### src/rtl/pipe_ctrl.sv
// -----------------------------------------------------------------------------
// pipe_ctrl
//   Central sequencing controller for a 5-stage pipeline (IF, ID, EX, MEM, WB).
//   It keeps a valid bit for each of the ID, EX, MEM and WB stages, plus halt
//   markers for EX, MEM and WB. From these bits and the hazard inputs it drives
//   the write enables, flushes and bubble insertion for the pipeline registers.
//   It also produces the retire pulse and the retired-instruction count.
//
// Parameters
//   CNT_W           width of the retired-instruction counter (wraps silently)
//
// Ports
//   CLK             sole clock, posedge
//   RST             synchronous, active-high reset
//   ID_LOAD_USE     instruction in ID depends on the load in EX (needs v_id)
//   EX_REDIRECT     taken branch/jump in EX (needs v_ex)
//   ID_HALT         instruction in ID is a halt (needs v_id)
//   MEM_BUSY        data memory not ready: the whole pipeline freezes
//   PC_WE           PC load enable
//   IFID_WE         IF/ID load enable
//   IFID_FLUSH      clear IF/ID to a NOP on this edge
//   IDEX_FLUSH      load an all-zero-control bubble into ID/EX on this edge
//   PIPE_WE         load enable for ID/EX, EX/MEM and MEM/WB
//   WB_VALID        MEM/WB holds a real instruction (gates RF_WE)
//   NUMINSTADD_OUT  one-cycle retire pulse
//   RETIRED         retired-instruction count
//   HALTED          halt has retired, pipeline idle until RST
//   DBG_STATE       current FSM state (0 RUN, 1 DRAIN, 2 HALTED)
//
// Handshake: there is no valid/ready pair here. A hazard input is acted on
// in the same cycle it is high, provided its stage holds a valid
// instruction. MEM_BUSY stalls every stage, and the stalled cycle is not
// counted as a retire.
// -----------------------------------------------------------------------------
module pipe_ctrl #(
  parameter int CNT_W = 32
) (
  input  logic             CLK,
  input  logic             RST,
  input  logic             ID_LOAD_USE,
  input  logic             EX_REDIRECT,
  input  logic             ID_HALT,
  input  logic             MEM_BUSY,
  output logic             PC_WE,
  output logic             IFID_WE,
  output logic             IFID_FLUSH,
  output logic             IDEX_FLUSH,
  output logic             PIPE_WE,
  output logic             WB_VALID,
  output logic             NUMINSTADD_OUT,
  output logic [CNT_W-1:0] RETIRED,
  output logic             HALTED,
  output logic [1:0]       DBG_STATE
);

  typedef enum logic [1:0] {
    S_RUN    = 2'd0,
    S_DRAIN  = 2'd1,
    S_HALTED = 2'd2
  } state_t;

  state_t           state;
  logic             v_id, v_ex, v_mem, v_wb;
  logic             h_ex, h_mem, h_wb;
  logic [CNT_W-1:0] retired_q;

  // Event decode in priority order. Only RUN honours the hazard inputs.
  // Each event needs a valid instruction in the stage it refers to.
  logic run_go;
  logic take_redirect;
  logic take_stall;
  logic take_halt;

  always_comb begin
    run_go        = (state == S_RUN) && !MEM_BUSY;
    take_redirect = run_go && EX_REDIRECT && v_ex;
    take_stall    = run_go && !take_redirect && ID_LOAD_USE && v_id;
    take_halt     = run_go && !take_redirect && !take_stall && ID_HALT && v_id;
  end

  // Pipeline control. These are computed without RST. The output stage
  // forces the reset values onto the ports. The internal advance signal
  // therefore stays clean for the counter logic.
  logic pc_we_c, ifid_we_c, ifid_flush_c, idex_flush_c, pipe_we_c;

  always_comb begin
    pc_we_c      = 1'b0;
    ifid_we_c    = 1'b0;
    ifid_flush_c = 1'b0;
    idex_flush_c = 1'b0;
    pipe_we_c    = 1'b0;
    if (state == S_HALTED || MEM_BUSY) begin
      // frozen: everything stays at zero
    end else if (state == S_DRAIN) begin
      ifid_flush_c = 1'b1;
      idex_flush_c = 1'b1;
      pipe_we_c    = 1'b1;
    end else if (take_redirect) begin
      pc_we_c      = 1'b1;
      ifid_flush_c = 1'b1;
      idex_flush_c = 1'b1;
      pipe_we_c    = 1'b1;
    end else if (take_stall) begin
      idex_flush_c = 1'b1;
      pipe_we_c    = 1'b1;
    end else if (take_halt) begin
      ifid_flush_c = 1'b1;
      pipe_we_c    = 1'b1;
    end else begin
      pc_we_c      = 1'b1;
      ifid_we_c    = 1'b1;
      pipe_we_c    = 1'b1;
    end
  end

  // An instruction retires when WB is valid and the pipeline advances.
  // A WB entry held by MEM_BUSY is therefore counted only once.
  logic retire;
  assign retire = v_wb && pipe_we_c;

  always_ff @(posedge CLK) begin
    if (RST) begin
      state     <= S_RUN;
      v_id      <= 1'b0;
      v_ex      <= 1'b0;
      v_mem     <= 1'b0;
      v_wb      <= 1'b0;
      h_ex      <= 1'b0;
      h_mem     <= 1'b0;
      h_wb      <= 1'b0;
      retired_q <= '0;
    end else begin
      if (state == S_HALTED) begin
        v_id  <= 1'b0;
        v_ex  <= 1'b0;
        v_mem <= 1'b0;
        v_wb  <= 1'b0;
        h_ex  <= 1'b0;
        h_mem <= 1'b0;
        h_wb  <= 1'b0;
      end else if (!MEM_BUSY) begin
        // MEM -> WB and the markers shift the same way in every advancing case.
        v_wb  <= v_mem;
        h_wb  <= h_mem;
        h_mem <= h_ex;
        if (state == S_DRAIN) begin
          v_id  <= 1'b0;
          v_ex  <= 1'b0;
          v_mem <= v_ex;
          h_ex  <= 1'b0;
          // The halt is in WB on an advancing edge, so it retires now.
          if (h_wb) state <= S_HALTED;
        end else if (take_redirect) begin
          // Squash the wrong-path ID and EX instructions. The branch
          // itself moves on to MEM.
          v_id  <= 1'b0;
          v_ex  <= 1'b0;
          v_mem <= 1'b1;
          h_ex  <= 1'b0;
        end else if (take_stall) begin
          // ID holds its instruction. A bubble goes into EX.
          v_ex  <= 1'b0;
          v_mem <= v_ex;
          h_ex  <= 1'b0;
        end else if (take_halt) begin
          v_id  <= 1'b0;
          v_ex  <= 1'b1;
          v_mem <= v_ex;
          h_ex  <= 1'b1;
          state <= S_DRAIN;
        end else begin
          v_id  <= 1'b1;
          v_ex  <= v_id;
          v_mem <= v_ex;
          h_ex  <= 1'b0;
        end
      end
      if (retire) retired_q <= retired_q + CNT_W'(1);
    end
  end

  // Output stage. While RST is high the reset values show immediately,
  // before the first reset edge has cleared the registers.
  always_comb begin
    if (RST) begin
      PC_WE          = 1'b0;
      IFID_WE        = 1'b0;
      IFID_FLUSH     = 1'b1;
      IDEX_FLUSH     = 1'b1;
      PIPE_WE        = 1'b0;
      WB_VALID       = 1'b0;
      NUMINSTADD_OUT = 1'b0;
      RETIRED        = '0;
      HALTED         = 1'b0;
    end else begin
      PC_WE          = pc_we_c;
      IFID_WE        = ifid_we_c;
      IFID_FLUSH     = ifid_flush_c;
      IDEX_FLUSH     = idex_flush_c;
      PIPE_WE        = pipe_we_c;
      WB_VALID       = v_wb;
      NUMINSTADD_OUT = retire;
      RETIRED        = retired_q;
      HALTED         = (state == S_HALTED);
    end
  end

  assign DBG_STATE = state;

endmodule
### config.mk
export PLATFORM = sky130hd
export DESIGN_NAME = pipe_ctrl
export DESIGN_NICKNAME = d
export VERILOG_FILES = /design/src/rtl/pipe_ctrl.sv
export SDC_FILE = /design/constraint.sdc
export NUM_CORES = 1
export LEC_CHECK = 0
export ABC_AREA = 1
export CAP_MARGIN = 0
export CORE_MARGIN = 3
export CORE_UTILIZATION = 35
export CTS_CLUSTER_DIAMETER = 30
export DETAILED_ROUTE_END_ITERATION = 7
export PLACE_DENSITY_LB_ADDON = 0.12
export SYNTH_ARGS = -nofsm -noshare
export SYNTH_HDL_FRONTEND = slang
export SYNTH_SLANG_ARGS = --single-unit
### constraint.sdc
create_clock -name CLK -period 1.6 [get_ports CLK]
set_input_delay 0.4 -clock CLK [delete_from_list [all_inputs] [get_ports CLK]]
set_output_delay 0.4 -clock CLK [all_outputs]
set_load 0.01 [all_outputs]
==> metrics.yaml, run 1 <==
route:
  via_count: 2922
  route.detailed.wl_per_inst_um: 11.81
  dr.pass1.iters: 5
  drc: 0
  dr.max_layer_used: "met4"
  met3WireLength_um: 316
  route.final.wire_length_mm: 7.416
  number_of_nets_with_antenna_violations_after_detailed_routing: 0
  vias_per_cell: 4.653
  detail_route.iter0.violations: 108
  drt-met1-wl_mm: 3.511
  met2WireLength_mm: 3.533
synthesis:
  postSynthRegisterBits: 41
  netlist-cell-type-count: 31
  syn_area_per_cell_um2: 5.935
  post_synth_inst_count: 436
  ranking_of_synthesized_cells_by_area: "sky130_fd_sc_hd__dfxtp_1 (32%), sky130_fd_sc_hd__nand2_1 (19%), sky130_fd_sc_hd__nor2_1 (13%), sky130_fd_sc_hd__inv_1 (8.7%), sky130_fd_sc_hd__a21oi_1 (5.0%)"
  yosys.area.top_type_share: 0.3172
  synth_area_mm2: 0.002587
  syn_nets: 443
  yosys_warnings: 0
  synth.largest_area_cell: "sky130_fd_sc_hd__dfxtp_1"
  ys_seq_area_frac: 0.3172
clock_tree:
  path_clk_slew_ns: 0.08
  max_h_tree_level: 2
  clk-insertion-delay-late_ns: 0.29
  cts-buffers-inserted: 5
  root_buffer: "sky130_fd_sc_hd__clkbuf_8"
  cts_max_path_buffers: 2
  cts_tree: "yes"
  cts.sink_count: 41
  cts_hold_buffers: 0
cells_and_area:
  final_common_cell: "sky130_fd_sc_hd__nand2_1"
  layout_utilization: 0.5428
  most-common-layout-cells: "sky130_fd_sc_hd__nand2_1 (123), sky130_fd_sc_hd__nor2_1 (83), sky130_fd_sc_hd__inv_1 (55), sky130_fd_sc_hd__buf_4 (46), sky130_fd_sc_hd__dlygate4sd2_1 (32)"
  areaGrowthSynthToFinish_pct: 46.47
  final_nets: 538
  fraction_of_layout_cells_with_a_size_suffix_above_1: 0.2782
  antenna_cells: 0
critical_path:
  path_max_fanout: 3
  worst-endpoint-required_ns: 1.20
  setup.worst_path.end_class: "output port"
  critical_path_at_ns: 1.49
  worst_setup_path_start_kind: "flop"
  critPathKind: "flop to output port"
power:
  power_density_mw_per_mm2: 556.7
  vdd_ir_drop_max_v: 0.0003090
  power_dissipated_by_switching_net_loads_w: 0.0004935
  power.switching_fraction: 0.2339
  share_comb_of_total_power: 0.091
  power.static_leakage_nw: 1.631
  intPower_w: 0.001616
  seq_power_share: 0.488
  share_clk_of_total_power: 0.421
die:
  placeableCoreArea_mm2: 0.006982
  starting_density_of_the_core: 0.3706
  dieArea_mm2: 0.008460
  fp.dieW_um: 91.98
  floorplan.rows: 30
  die_height_um: 91.98
  io-pin-count: 48
sta:
  unrepaired_setup_endpoints_after_global_routing: "true"
  fmax_mhz: 528.8
  slew_violations: 0
  finalHoldViolations: 0
  timing.max_slew.rel_slack: 0.7938
  setup_ws_ns: -0.2909
  worst_clock_skew_ns: 0.006995
  fin_crit_sh: 1.182
  finalWorstPathRequiredPeriod_ns: 1.891
  worst_pin_slew_ns: 0.3069
  fin_hold_ws_ns: 0.4531
  finalSetupViolations: 7
global_routing:
  globalRouteTotalUtil: 0.1819
  globalRoute.totalOverflow: 0
  grt_pass1_wl_mm: 12.81
  grt_max_degree: 34
  grt_antenna_before_repair: 0
  via_count_of_the_first_global_routing_pass: 2868
outcome:
  run_status: "complete, but fails checks"
  failing_checks: "negative setup slack"
place:
  globalplace.congestion: 0.8280
  portBuffers: 47
  dp_hpwl_mm: 5.509
job:
  cap_viol_max_count: 0
worst_hold_path:
  holdCritPathClass: "flop to flop"
[through the flow]
step / cell area [µm²] / cells / setup WS [ns] / setup TNS [ns] / total power, W
floorplan: 2616 / 436 / -0.0004479 / -0.0004479 / 0.001140
global placement: 3418 / 605 / -0.8653 / -27.75 / 0.001209
detailed placement: 3418 / 605 / -0.9379 / -28.54 / 0.001211
CTS: 3640 / 621 / -0.2665 / -1.277 / 0.002109
global route: 3790 / 628 / -0.4072 / -2.667 / 0.002187
finish: 3790 / 628 / -0.2909 / -1.496 / 0.002110
[registers in the layout, indices dropped and copies added, names as in the netlist]
name,flops
retired_q,32
DBG_STATE,2
h_ex,1
h_mem,1
h_wb,1
v_ex,1
v_id,1
v_mem,1
v_wb,1
[cells in the mapped netlist]
master and number:
sky130_fd_sc_hd__a31oi_1 2, sky130_fd_sc_hd__o211ai_1 1, sky130_fd_sc_hd__nand3b_1 1, sky130_fd_sc_hd__nor3_4 1, sky130_fd_sc_hd__o21ai_1 1, sky130_fd_sc_hd__buf_4 1, sky130_fd_sc_hd__o21ai_0 8, sky130_fd_sc_hd__buf_2 4
sky130_fd_sc_hd__nand2_1 129, sky130_fd_sc_hd__o22ai_1 1, sky130_fd_sc_hd__nor2_4 5, sky130_fd_sc_hd__nand2_4 1, sky130_fd_sc_hd__xor2_1 6, sky130_fd_sc_hd__dfxtp_1 41, sky130_fd_sc_hd__clkbuf_1 4, sky130_fd_sc_hd__nand3_2 3
sky130_fd_sc_hd__ha_1 1, sky130_fd_sc_hd__a22oi_1 1, sky130_fd_sc_hd__nand4_1 6, sky130_fd_sc_hd__nor3_1 5, sky130_fd_sc_hd__inv_1 60, sky130_fd_sc_hd__buf_1 1, sky130_fd_sc_hd__nand3_1 19, sky130_fd_sc_hd__inv_6 1
sky130_fd_sc_hd__nor2_2 6, sky130_fd_sc_hd__buf_6 2, sky130_fd_sc_hd__inv_2 1, sky130_fd_sc_hd__a21oi_1 26, sky130_fd_sc_hd__nor2_1 91, sky130_fd_sc_hd__nand2_2 6, sky130_fd_sc_hd__nor4_1 1
[cells by family after synthesis]
logic type	synth area share
xor+xnor	0.02031
buf+inv	0.1185
flops	0.3172
fa+ha+maj	0.004835
simple gates	0.4584
compound gates	0.08075
[routing by layer]
layer	vias up	track usage
met5	-	0
met4	0	0.04827
met3	6	0.02953
met2	68	0.3127
met1	1321	0.2358
li1	1527	-
[cell type report]
| type | count | area [µm²] |
|---|---|---|
| fill | 730 | 3192 |
| timing repair buffer | 100 | 839.6 |
| multi-input combinational | 321 | 1617 |
| tap | 96 | 120.1 |
| clock inverter | 2 | 37.54 |
| sequential | 41 | 852.1 |
| clock buffer | 6 | 82.58 |
| inverter | 62 | 241.5 |
[path summary, 6_finish.rpt]
path / slack (ns) / endpoint / from / cells after the start
worst max-delay path: -0.29 / IFID_FLUSH / DBG_STATE[0] / 8
worst min-delay path: 0.45 / v_wb / v_mem / 2
worst max register to register: -0.26 / v_id / DBG_STATE[0] / 13
worst min register to register: 0.45 / v_wb / v_mem / 2
[critical path: stages (launching register included)]
cell,delay [ns]
sky130_fd_sc_hd__dfxtp_4,0.37
sky130_fd_sc_hd__nor3_4,0.20
sky130_fd_sc_hd__nand2_1,0.10
sky130_fd_sc_hd__inv_2,0.11
sky130_fd_sc_hd__nand3_4,0.10
sky130_fd_sc_hd__nand2_4,0.08
sky130_fd_sc_hd__nand2_1,0.05
sky130_fd_sc_hd__nand2_1,0.05
sky130_fd_sc_hd__buf_2,0.12
[power by group through the flow]
stage | registers [W] | logic, W | clock network, W
2_1_floorplan | 0.00105 | 0.0000851 | 0
3_3_place_gp | 0.00106 | 0.000153 | 0
3_5_place_dp | 0.00106 | 0.000155 | 0
4_1_cts | 0.00103 | 0.000180 | 0.000899
5_1_grt | 0.00103 | 0.000211 | 0.000945
6_report | 0.00103 | 0.000191 | 0.000888
[repair_timing]
item                                    in CTS  in global routing
gates resized for setup                    110                 35
endpoints found under the setup margin      74                 28
cloned                                       0                  1
buffers inserted                             9                  7
pin swaps                                   10                  5
Note: power is estimated with default switching activity, not from simulation.
==> inputs of run 2 (changes only) <==
--- a/config.mk
+++ b/config.mk
@@ -7,10 +7,10 @@
 export LEC_CHECK = 0
 export ABC_AREA = 1
 export CAP_MARGIN = 0
-export CORE_MARGIN = 3
 export CORE_UTILIZATION = 35
 export CTS_CLUSTER_DIAMETER = 30
 export DETAILED_ROUTE_END_ITERATION = 7
+export GPL_TIMING_DRIVEN = 0
 export PLACE_DENSITY_LB_ADDON = 0.12
 export SYNTH_ARGS = -nofsm -noshare
 export SYNTH_HDL_FRONTEND = slang
==> run 2 against run 1 <==
Net effect:
- the run still ends with negative setup slack left
- flip-flop and latch count stayed put
- sequential power barely moved
- maximum frequency shrank 1.1%
- via count shrank 1.8%
- wire length grew 2.0%
- global-route usage up 2.2 points
- final area is 3.7% lower
- worst hold slack got worse by 0.059 ns
- first-iteration DRC count rose by 2.8%
- final cell count is 3.0% lower
==> metrics.yaml, run 2 (synthesis gave the netlist of run 1 again) <==
outcome:
  run_status: "complete, but fails checks"  # unchanged
  failing_checks: "negative setup slack"  # unchanged
sta:
  slew_violations: 0  # unchanged
  worst_clock_skew_ns: 0.005649  # was 0.006995 ns
  finalHoldViolations: 0  # unchanged
  worst_pin_slew_ns: 0.3126  # was 0.3069 ns
  finalSetupViolations: 17  # was 7
  finalWorstPathRequiredPeriod_ns: 1.911  # was 1.891 ns
  unrepaired_setup_endpoints_after_global_routing: "true"  # unchanged
  fin_crit_sh: 1.194  # was 1.182
  fmax_mhz: 523.3  # was 528.8 MHz
  setup_ws_ns: -0.3111  # was -0.2909 ns
  setup-tns-final_ns: -2.518  # was -1.496 ns
  timing.max_slew.rel_slack: 0.7900  # was 0.7938
global_routing:
  globalRoute.totalOverflow: 0  # unchanged
  grt_pass1_wl_mm: 12.31  # was 12.81 mm
  grt_max_degree: 13  # was 34
  grt_antenna_before_repair: 0  # unchanged
  globalRouteTotalUtil: 0.2035  # was 0.1819
  via_count_of_the_first_global_routing_pass: 2616  # was 2,868
clock_tree:
  cts_max_path_buffers: 2  # unchanged
  cts_tree: "yes"  # unchanged
  cts-buffers-inserted: 5  # unchanged
  cts.sink_count: 41  # unchanged
  clk-insertion-delay-late_ns: 0.30  # was 0.29 ns
  cts_hold_buffers: 0  # unchanged
  root_buffer: "sky130_fd_sc_hd__clkbuf_8"  # unchanged
  path_clk_slew_ns: 0.08  # about the same
  max_h_tree_level: 2  # unchanged
cells_and_area:
  most-common-layout-cells: "sky130_fd_sc_hd__nand2_1 (123), sky130_fd_sc_hd__nor2_1 (86), sky130_fd_sc_hd__inv_1 (54), sky130_fd_sc_hd__dfxtp_1 (27), sky130_fd_sc_hd__dlygate4sd2_1 (23)"  # was sky130_fd_sc_hd__nand2_1 (123), sky130_fd_sc_hd__nor2_1 (83), sky130_fd_sc_hd__inv_1 (55), sky130_fd_sc_hd__buf_4 (46), sky130_fd_sc_hd__dlygate4sd2_1 (32)
  final_common_cell: "sky130_fd_sc_hd__nand2_1"  # unchanged
  areaGrowthSynthToFinish_pct: 41.10  # was 46.47%
  final_nets: 519  # was 538
  fraction_of_layout_cells_with_a_size_suffix_above_1: 0.2612  # was 0.2782
  largest_register_ff_count: 32  # unchanged
  antenna_cells: 0  # unchanged
  nFillCells: 777  # was 730
  register_with_the_most_flip_flops: "retired_q"  # unchanged
route:
  drc: 0  # unchanged
  detail_route.iter0.violations: 111  # was 108
  dr.pass1.iters: 4  # was 5
  vias_per_cell: 4.711  # was 4.653
  number_of_nets_with_antenna_violations_after_detailed_routing: 0  # unchanged
  via_count: 2869  # was 2,922
  route.final.wire_length_mm: 7.565  # was 7.416 mm
  route.detailed.wl_per_inst_um: 12.42  # was 11.81 µm
die:
  floorplan.rows: 30  # unchanged
  dieArea_mm2: 0.007740  # was 0.008460 mm²
  fp.dieW_um: 87.98  # was 91.98 µm
  starting_density_of_the_core: 0.3706  # unchanged
  io-pin-count: 48  # unchanged
  placeableCoreArea_mm2: 0.006982  # unchanged
  die_height_um: 87.98  # was 91.98 µm
power:
  power.static_leakage_nw: 1.502  # was 1.631 nW
  fin_total_pwr_w: 0.002121  # was 0.002110 W
  vdd_ir_drop_max_v: 0.0004359  # was 0.0003090 V
  power_density_mw_per_mm2: 581.0  # was 556.7 mW/mm²
critical_path:
  worst_setup_path_start_kind: "flop"  # unchanged
  critical-path-slowest-cell: "sky130_fd_sc_hd__dfxtp_4"  # unchanged
  worst-endpoint-required_ns: 1.20  # about the same
  critPathKind: "flop to output port"  # unchanged
  critical_path_at_ns: 1.51  # was 1.49 ns
  path_max_fanout: 6  # was 3
  timing.critical_path.slowest_cell_delay_ns: 0.38  # was 0.37 ns
  timing.critical_path.cells: "nor3_4 > nand3_1 > nand2_1 > inv_2 > nand3_4 > buf_6 > nand2_4 > nor2_2 > buf_2"  # was nor3_4 > nand2_1 > inv_2 > nand3_4 > nand2_4 > nand2_1 > nand2_1 > buf_2
  setup.worst_path.end_class: "output port"  # unchanged
place:
  post-place-ws_ns: -0.8608  # was -0.9379 ns
  globalplace.congestion: 0.8090  # was 0.8280
  portBuffers: 45  # was 47
  dp_hpwl_mm: 5.364  # was 5.509 mm
worst_hold_path:
  holdCritPathClass: "input port to flop"  # was flop to flop
job:
  cap_viol_max_count: 0  # unchanged
[run 2: changes by cell type in the layout (fill, tap and decap cells not counted), sizes merged]
cell	delta
clkdlybuf4s15	-2
clkinvlp	-2
buf	-20
clkbuf	+13
dlygate4sd2	-9
inv	+1
[run 2: final timing paths]
path / startpoint / end / slack [ns] / cells after the start
hold / removal: MEM_BUSY / v_wb / 0.39 / 3
setup reg to reg: DBG_STATE[1] / retired_q[17] / -0.15 / 12
setup / recovery: DBG_STATE[1] / IFID_WE / -0.31 / 9
hold reg to reg: v_mem / v_wb / 0.45 / 2
[run 2: layer usage]
metal | vias to the layer above | part of all wire | global-route usage
met3 | 11 | 0.035 | 0.03016
met2 | 55 | 0.47 | 0.3383
li1 | 1495 | - | -
met1 | 1308 | 0.48 | 0.2774
met5 | - | 0 | 0
met4 | 0 | 0.012 | 0.04620
[run 2: where the power goes]
group | switching, W | leakage [nW] | internal [W]
logic | 0.000111 | 1.10 | 0.0000851
clock network | 0.000387 | 0.0585 | 0.000509
registers | 0.00000776 | 0.339 | 0.00102
[run 2: worst max-delay path: cells and delay by family (launching register included)]
kind / cells / cell delay, ns
simple gates: 6 / 0.52
buf+inv: 3 / 0.30
flops: 1 / 0.38
[run 2: what timing repair did]
action	in CTS	in global routing
setup endpoints to repair	45	32
buffers inserted	19	8
gates cloned	0	1
pin swaps	6	12
gates resized for setup	127	60
[run 2: metrics by stage]
step | utilization | area [µm²] | hold WS (ns) | cells
6_report | 0.5229 | 3651 | 0.3938 | 609
3_5_place_dp | 0.4565 | 3187 | 0.4505 | 577
3_3_place_gp | 0.4565 | 3187 | 0.4467 | 577
5_1_grt | 0.5229 | 3651 | 0.4097 | 609
4_1_cts | 0.5065 | 3536 | 0.3883 | 604
2_1_floorplan | - | 2616 | 0.4364 | 436
[run 2: cell type report]
class / instances / area (µm²) / share of cell area
inverters: 62 / 240.2 / 0.06580
well taps: 96 / 120.1 / 0.03290
flip-flops and latches: 41 / 848.3 / 0.2324
clock inverters: 1 / 30.03 / 0.008225
repair buffers: 69 / 541.8 / 0.1484
multi-input cells: 321 / 1657 / 0.4537
plain buffers: 12 / 127.6 / 0.03496
clock buffers: 7 / 86.33 / 0.02365
